**config.mk**
```make
export PLATFORM = sky130hd
export DESIGN_NAME = div_sched
export DESIGN_NICKNAME = d
export VERILOG_FILES = /design/src/rtl/div_sched.sv
export SDC_FILE = /design/constraint.sdc
export NUM_CORES = 1
export LEC_CHECK = 0
export ABC_AREA = 1
export CAP_MARGIN = 5
export CORE_MARGIN = 8
export CORE_UTILIZATION = 56
export CTS_BUF_LIST = sky130_fd_sc_hd__clkbuf_4
export DETAILED_ROUTE_END_ITERATION = 8
export GPL_TIMING_DRIVEN = 1
export PLACE_DENSITY = 0.82
export SYNTH_ARGS = -nofsm -noshare
export SYNTH_HDL_FRONTEND = slang
export SYNTH_SLANG_ARGS = --single-unit
export TNS_END_PERCENT = 10
```
**constraint.sdc**
```tcl
create_clock -name clk -period 4.9 [get_ports clk]
set_input_delay 0.98 -clock clk [delete_from_list [all_inputs] [get_ports clk]]
set_output_delay 0.98 -clock clk [all_outputs]
set_load 0.05 [all_outputs]
```
**src/rtl/div_sched.sv**
```systemverilog
// Divide/modulo sequencer for the B-pipe: holds IF..EX while a 32-step radix-2
// restoring divide runs, then presents the quotient or remainder to MEM.
module div_sched (
   input  logic        clk,
   input  logic        rst,
   input  logic        EX_div_valid,
   input  logic [1:0]  EX_div_op,
   input  logic [31:0] EX_div_src1,
   input  logic [31:0] EX_div_src2,
   input  logic        flush,
   input  logic        stall_dcache,
   output logic        stall_div,
   output logic [31:0] MEM_div_result,
   output logic        div_done
);

   typedef enum logic [1:0] {StIdle, StIter, StFix, StDone} state_e;

   state_e      state_q, state_d;
   logic [5:0]  cnt_q;
   logic [31:0] quo_q;
   logic [31:0] dvs_q;
   logic [31:0] rem_q;
   logic        neg_quo_q;
   logic        neg_rem_q;
   logic        rem_sel_q;

   logic        accept;
   logic        is_signed;
   logic        src1_neg;
   logic        src2_neg;
   logic [31:0] abs1;
   logic [31:0] abs2;
   logic [32:0] diff;
   logic [31:0] restore;
   logic [31:0] quo_fix;
   logic [31:0] rem_fix;

   assign accept    = (state_q == StIdle) & EX_div_valid & !flush;
   assign is_signed = !EX_div_op[0];
   assign src1_neg  = is_signed & EX_div_src1[31];
   assign src2_neg  = is_signed & EX_div_src2[31];
   // Magnitudes wrap at 32 bits, so 0x80000000 stays 0x80000000.
   assign abs1      = src1_neg ? -EX_div_src1 : EX_div_src1;
   assign abs2      = src2_neg ? -EX_div_src2 : EX_div_src2;

   // Trial subtraction on the 33-bit shifted partial remainder; bit 32 is the borrow.
   assign diff      = {rem_q, quo_q[31]} - {1'b0, dvs_q};
   assign restore   = {rem_q[30:0], quo_q[31]};

   assign quo_fix   = neg_quo_q ? -quo_q : quo_q;
   assign rem_fix   = neg_rem_q ? -rem_q : rem_q;

   always_ff @(posedge clk or posedge rst) begin
      if (rst) begin
         state_q <= StIdle;
      end else begin
         state_q <= state_d;
      end
   end

   always_comb begin
      state_d   = state_q;
      stall_div = 1'b0;
      div_done  = 1'b0;
      case (state_q)
         StIdle: begin
            if (accept) begin
               stall_div = 1'b1;
               state_d   = (EX_div_src2 == 32'd0) ? StDone : StIter;
            end
         end
         StIter: begin
            if (flush) begin
               state_d = StIdle;
            end else begin
               stall_div = 1'b1;
               if (cnt_q == 6'd31) begin
                  state_d = StFix;
               end
            end
         end
         StFix: begin
            if (flush) begin
               state_d = StIdle;
            end else begin
               stall_div = 1'b1;
               state_d   = StDone;
            end
         end
         StDone: begin
            div_done = 1'b1;
            if (!stall_dcache) begin
               state_d = StIdle;
            end
         end
         default: state_d = StIdle;
      endcase
   end

   always_ff @(posedge clk or posedge rst) begin
      if (rst) begin
         cnt_q          <= 6'd0;
         quo_q          <= 32'd0;
         dvs_q          <= 32'd0;
         rem_q          <= 32'd0;
         neg_quo_q      <= 1'b0;
         neg_rem_q      <= 1'b0;
         rem_sel_q      <= 1'b0;
         MEM_div_result <= 32'd0;
      end else begin
         case (state_q)
            StIdle: begin
               if (accept) begin
                  cnt_q     <= 6'd0;
                  quo_q     <= abs1;
                  dvs_q     <= abs2;
                  rem_q     <= 32'd0;
                  neg_quo_q <= src1_neg ^ src2_neg;
                  neg_rem_q <= src1_neg;
                  rem_sel_q <= EX_div_op[1];
                  if (EX_div_src2 == 32'd0) begin
                     MEM_div_result <= EX_div_op[1] ? EX_div_src1 : 32'hFFFF_FFFF;
                  end
               end
            end
            StIter: begin
               if (!flush) begin
                  cnt_q <= cnt_q + 6'd1;
                  if (!diff[32]) begin
                     rem_q <= diff[31:0];
                     quo_q <= {quo_q[30:0], 1'b1};
                  end else begin
                     rem_q <= restore;
                     quo_q <= {quo_q[30:0], 1'b0};
                  end
               end
            end
            StFix: begin
               if (!flush) begin
                  MEM_div_result <= rem_sel_q ? rem_fix : quo_fix;
               end
            end
            default: ;
         endcase
      end
   end

endmodule
```
==> metrics.md <==
| Metric | Value |
|---|---|
| TNS Setup | 0 ns |
| DP HPWL | 34900 um |
| Reg clk slew, reported paths | 0.12 ns |
| Drc violations | 0 |
| Combinational group share of total power | 64.3% |
| Syn Std Cell Area | 13100 um2 |
| Global-route usage over all layers | 31.0% |
| Min-delay worst type | reg2reg |
| Endpoints failing setup | 0 |
| Post-synth EDFFs | 0 |
| Final hold violations | 0 |
| Final Net Count | 2391 |
| Unrepaired setup endpoints after global routing | false |
| Final wirelength | 44200 um |
| Status | complete, no violations |
| Sequential Power Share | 25.7% |
| CP endpoint kind | output pin |
| Initial DRC count | 1615 |
| Worst path most repeated cell | clkdlybuf4s50_1 |
| Max Fclk | 285 MHz |
| Gr ovfl total | 0 |
| Worst stage delay on the critical path | 0.80 ns |
| Share of cells above drive strength 1 | 3.97% |
| CTS tree | yes |
| WP data arrival | 2.53 ns |
| Worst Setup Slack, final | 1.39 ns |
| Slowest cell on the critical path | clkdlybuf4s50_1 |
| Syn Area/Cell | 5.92 um2 |
| Crit-path cells | clkdlybuf4s50_1 -> nor2_1 -> o21ai_0 -> inv_1 -> clkdlybuf4s50_1 |
| Drt pass-1 iters | 6 |
| Power, Total | 7.58 mW |
| Die area | 28500 um2 |
| Post-synth top flop | dfrtp_1 |
| Yosys synthesis warning count | 0 |
| Hold buffers post-CTS | 0 |
| Min Tclk post-route | 3.51 ns |
| Hold Slack | 0.501 ns |
| Sequential area share after synthesis | 26.6% |
| I/O pins | 105 |
| Routed Antenna Nets | 0 |
| First-pass GRT wire length | 70900 um |
| Largest net degree at the start of global routing | 101 |
| Port-buffer cells | 104 |
| Leakage | 7.84 nW |
| Pwr Density | 519 nW/um2 |
| Pre-CTS setup slack | 1.18 ns |
| Placer Congestion | 0.968 |
| Maximum vdd drop | 0.470 mV |
| #FFs+latches synth | 139 |
| Post-cts resize count | 0 |
| CP required | 3.92 ns |
| Initial Util | 56.3% |
| Worst Path Max Fanout | 5 |
| Area Growth Syn to Fin | 11.8% |
| Max Slew Vio Count | 0 |
| Post-CTS Setup Inserts | 0 |
| Mapped Cells | 2206 |
| Vias per cell | 5.63 |
| Int Power | 3.28 mW |
| Share of total power in the clock network | 10.0% |
| Critical path type | in2out |
| Fraction of registers with async set/reset | 100% |
| Maxcap violations | 0 |
| Rows | 56 |
| Slew @ Worst Pin | 1.14 ns |
| CTS sink count | 139 |
| Post-detailed-route wirelength per cell | 16.9 um |
| Clk Tree Root Cell | clkbuf_4 |
| CP startpoint kind | primary input |
| Die width | 169 um |
| Final worst-path cycle share | 71.6% |
| Sw Share | 56.7% |
| Die height | 169 um |
| Setup Skew | 0.0395 ns |
| Clk_lat worst skew | 0.61 ns |
| Clock Tree Buf Depth | 2 |
| Relative slew slack | 24.0% |
| Mapped Nets | 2320 |
| Initial antenna violation count | 1 |
| Routed vias | 14700 |
| Unique cell type count in the Yosys netlist | 46 |
| Core ar. | 23200 um2 |
| Cts bufs inserted | 17 |
| H-tree depth | 4 |
| Psw | 4.30 mW |
| Number of global-route vias before repair | 13600 |
## power groups by stage
stage	Clock, mW	Sequential, mW	Combinational (mW)
detailed placement	0	1.95	4.77
global route	0.796	1.99	5.37
floorplan	0	2.30	2.96
finish	0.759	1.95	4.88
global placement	0	1.94	4.70
CTS	0.749	1.93	4.80
## sequential cells by signal, summed over array words and instances (netlist names)
| name | count |
|---|---|
| state_q | 2 |
| cnt_q | 6 |
| MEM_div_result | 32 |
| rem_q | 32 |
| quo_q | 32 |
| rem_sel_q | 1 |
| dvs_q | 32 |
| neg_quo_q | 1 |
| neg_rem_q | 1 |
## critical path, delay by kind of cell
| kind | cells | cell delay (ns) |
|---|---|---|
| AOI/OAI and AO/OA | 1 | 0.08 |
| buffers and inverters | 3 | 1.34 |
| and+or+nand+nor | 1 | 0.13 |
## cells in the final DEF (no fill, tap or decap), drive strengths merged, types with 15 or more instances in the layout
cell / synthesis / final
nor3: 26 / 26
inv: 331 / 337
o21ai: 136 / 136
nand3b: 15 / 15
a21oi: 119 / 119
ha: 42 / 42
clkbuf: 40 / 18
nand2: 730 / 730
nor2: 169 / 169
dfrtp: 139 / 139
clkdlybuf4s50: 0 / 104
xor2: 24 / 24
nand3: 299 / 299
nand4: 33 / 33
o211ai: 22 / 22
buf: 30 / 18
## cell families after synthesis
kind of cell | after synthesis | share of synthesized area [%]
and+or+nand+nor | 1286 | 42.4
buffers and inverters | 404 | 12.1
AOI/OAI and AO/OA | 302 | 12.6
DFF | 139 | 26.6
adders and majority gates | 43 | 4.18
xor gates and xnor gates | 32 | 2.15
## Yosys cell counts, types with 2 or more instances
cell	n	area share (%)
o21a_1	2	0.11
a21oi_1	116	4.4
nand3_1	296	11
o21ai_1	5	0.19
a31oi_1	3	0.14
or2_2	7	0.34
dfrtp_1	139	27
o31ai_1	3	0.17
nor2_1	165	4.7
o22ai_1	2	0.096
xnor2_1	8	0.54
clkbuf_1	40	1.1
and2_1	3	0.14
xor2_1	24	1.6
buf_4	5	0.29
nand3b_1	15	0.86
nor3_1	25	0.96
nor3b_1	2	0.11
nand4_1	33	1.6
o21ai_0	131	5.0
a21oi_2	2	0.13
buf_2	15	0.57
ha_1	42	4.0
and3_1	2	0.096
nand2_8	2	0.31
a21o_1	2	0.11
buf_1	7	0.20
nand2_4	5	0.43
nand2_2	5	0.24
nand2_1	718	21
buf_6	3	0.26
inv_1	324	9.3
o211ai_1	22	1.3
clkinv_1	3	0.086
nor2_2	4	0.19
a22oi_1	5	0.29
nand3_4	2	0.27
inv_2	7	0.20
o21bai_1	5	0.29
## per-stage QoR
step / area, um2 / cells / util (%)
after floorplan: 13100 / 2206 / -
after global routing: 14600 / 2610 / 63.0
after detailed placement: 14300 / 2577 / 61.8
after global placement: 14300 / 2577 / 61.8
final: 14600 / 2610 / 63.0
after CTS: 14600 / 2609 / 63.0
## final timing paths
kind / endpoint / from / slack, ns / cells after the start
setup / recovery: stall_div / flush / 1.39 / 5
hold / removal: dvs_q[18] / dvs_q[18] / 0.50 / 2
setup reg to reg: cnt_q[2] / state_q[1] / 1.94 / 10
hold reg to reg: dvs_q[18] / dvs_q[18] / 0.50 / 2
max in group asynchronous: quo_q[27] / rst / 3.04 / 3
min in group asynchronous: quo_q[2] / rst / 0.91 / 2
## routing by layer
metal,track usage (%),wire length [um],vias to the layer above
li1,-,-,7232
met1,43.7,19900,6687
met2,47.3,19200,670
met3,4.87,3700,95
met4,11.0,1460,0
met5,0,0,-
## layout make-up
class	instances	area, um2
Fill cell	2273	8590
Inverter	334	1260
Clock buffer	18	135
Multi-Input combinational cell	1663	8030
Tap cell	319	399
Antenna cell	1	2.50
Sequential cell	139	3480
Clock inverter	14	131
Timing Repair Buffer	122	1180
(Power assumes the default switching activity.)
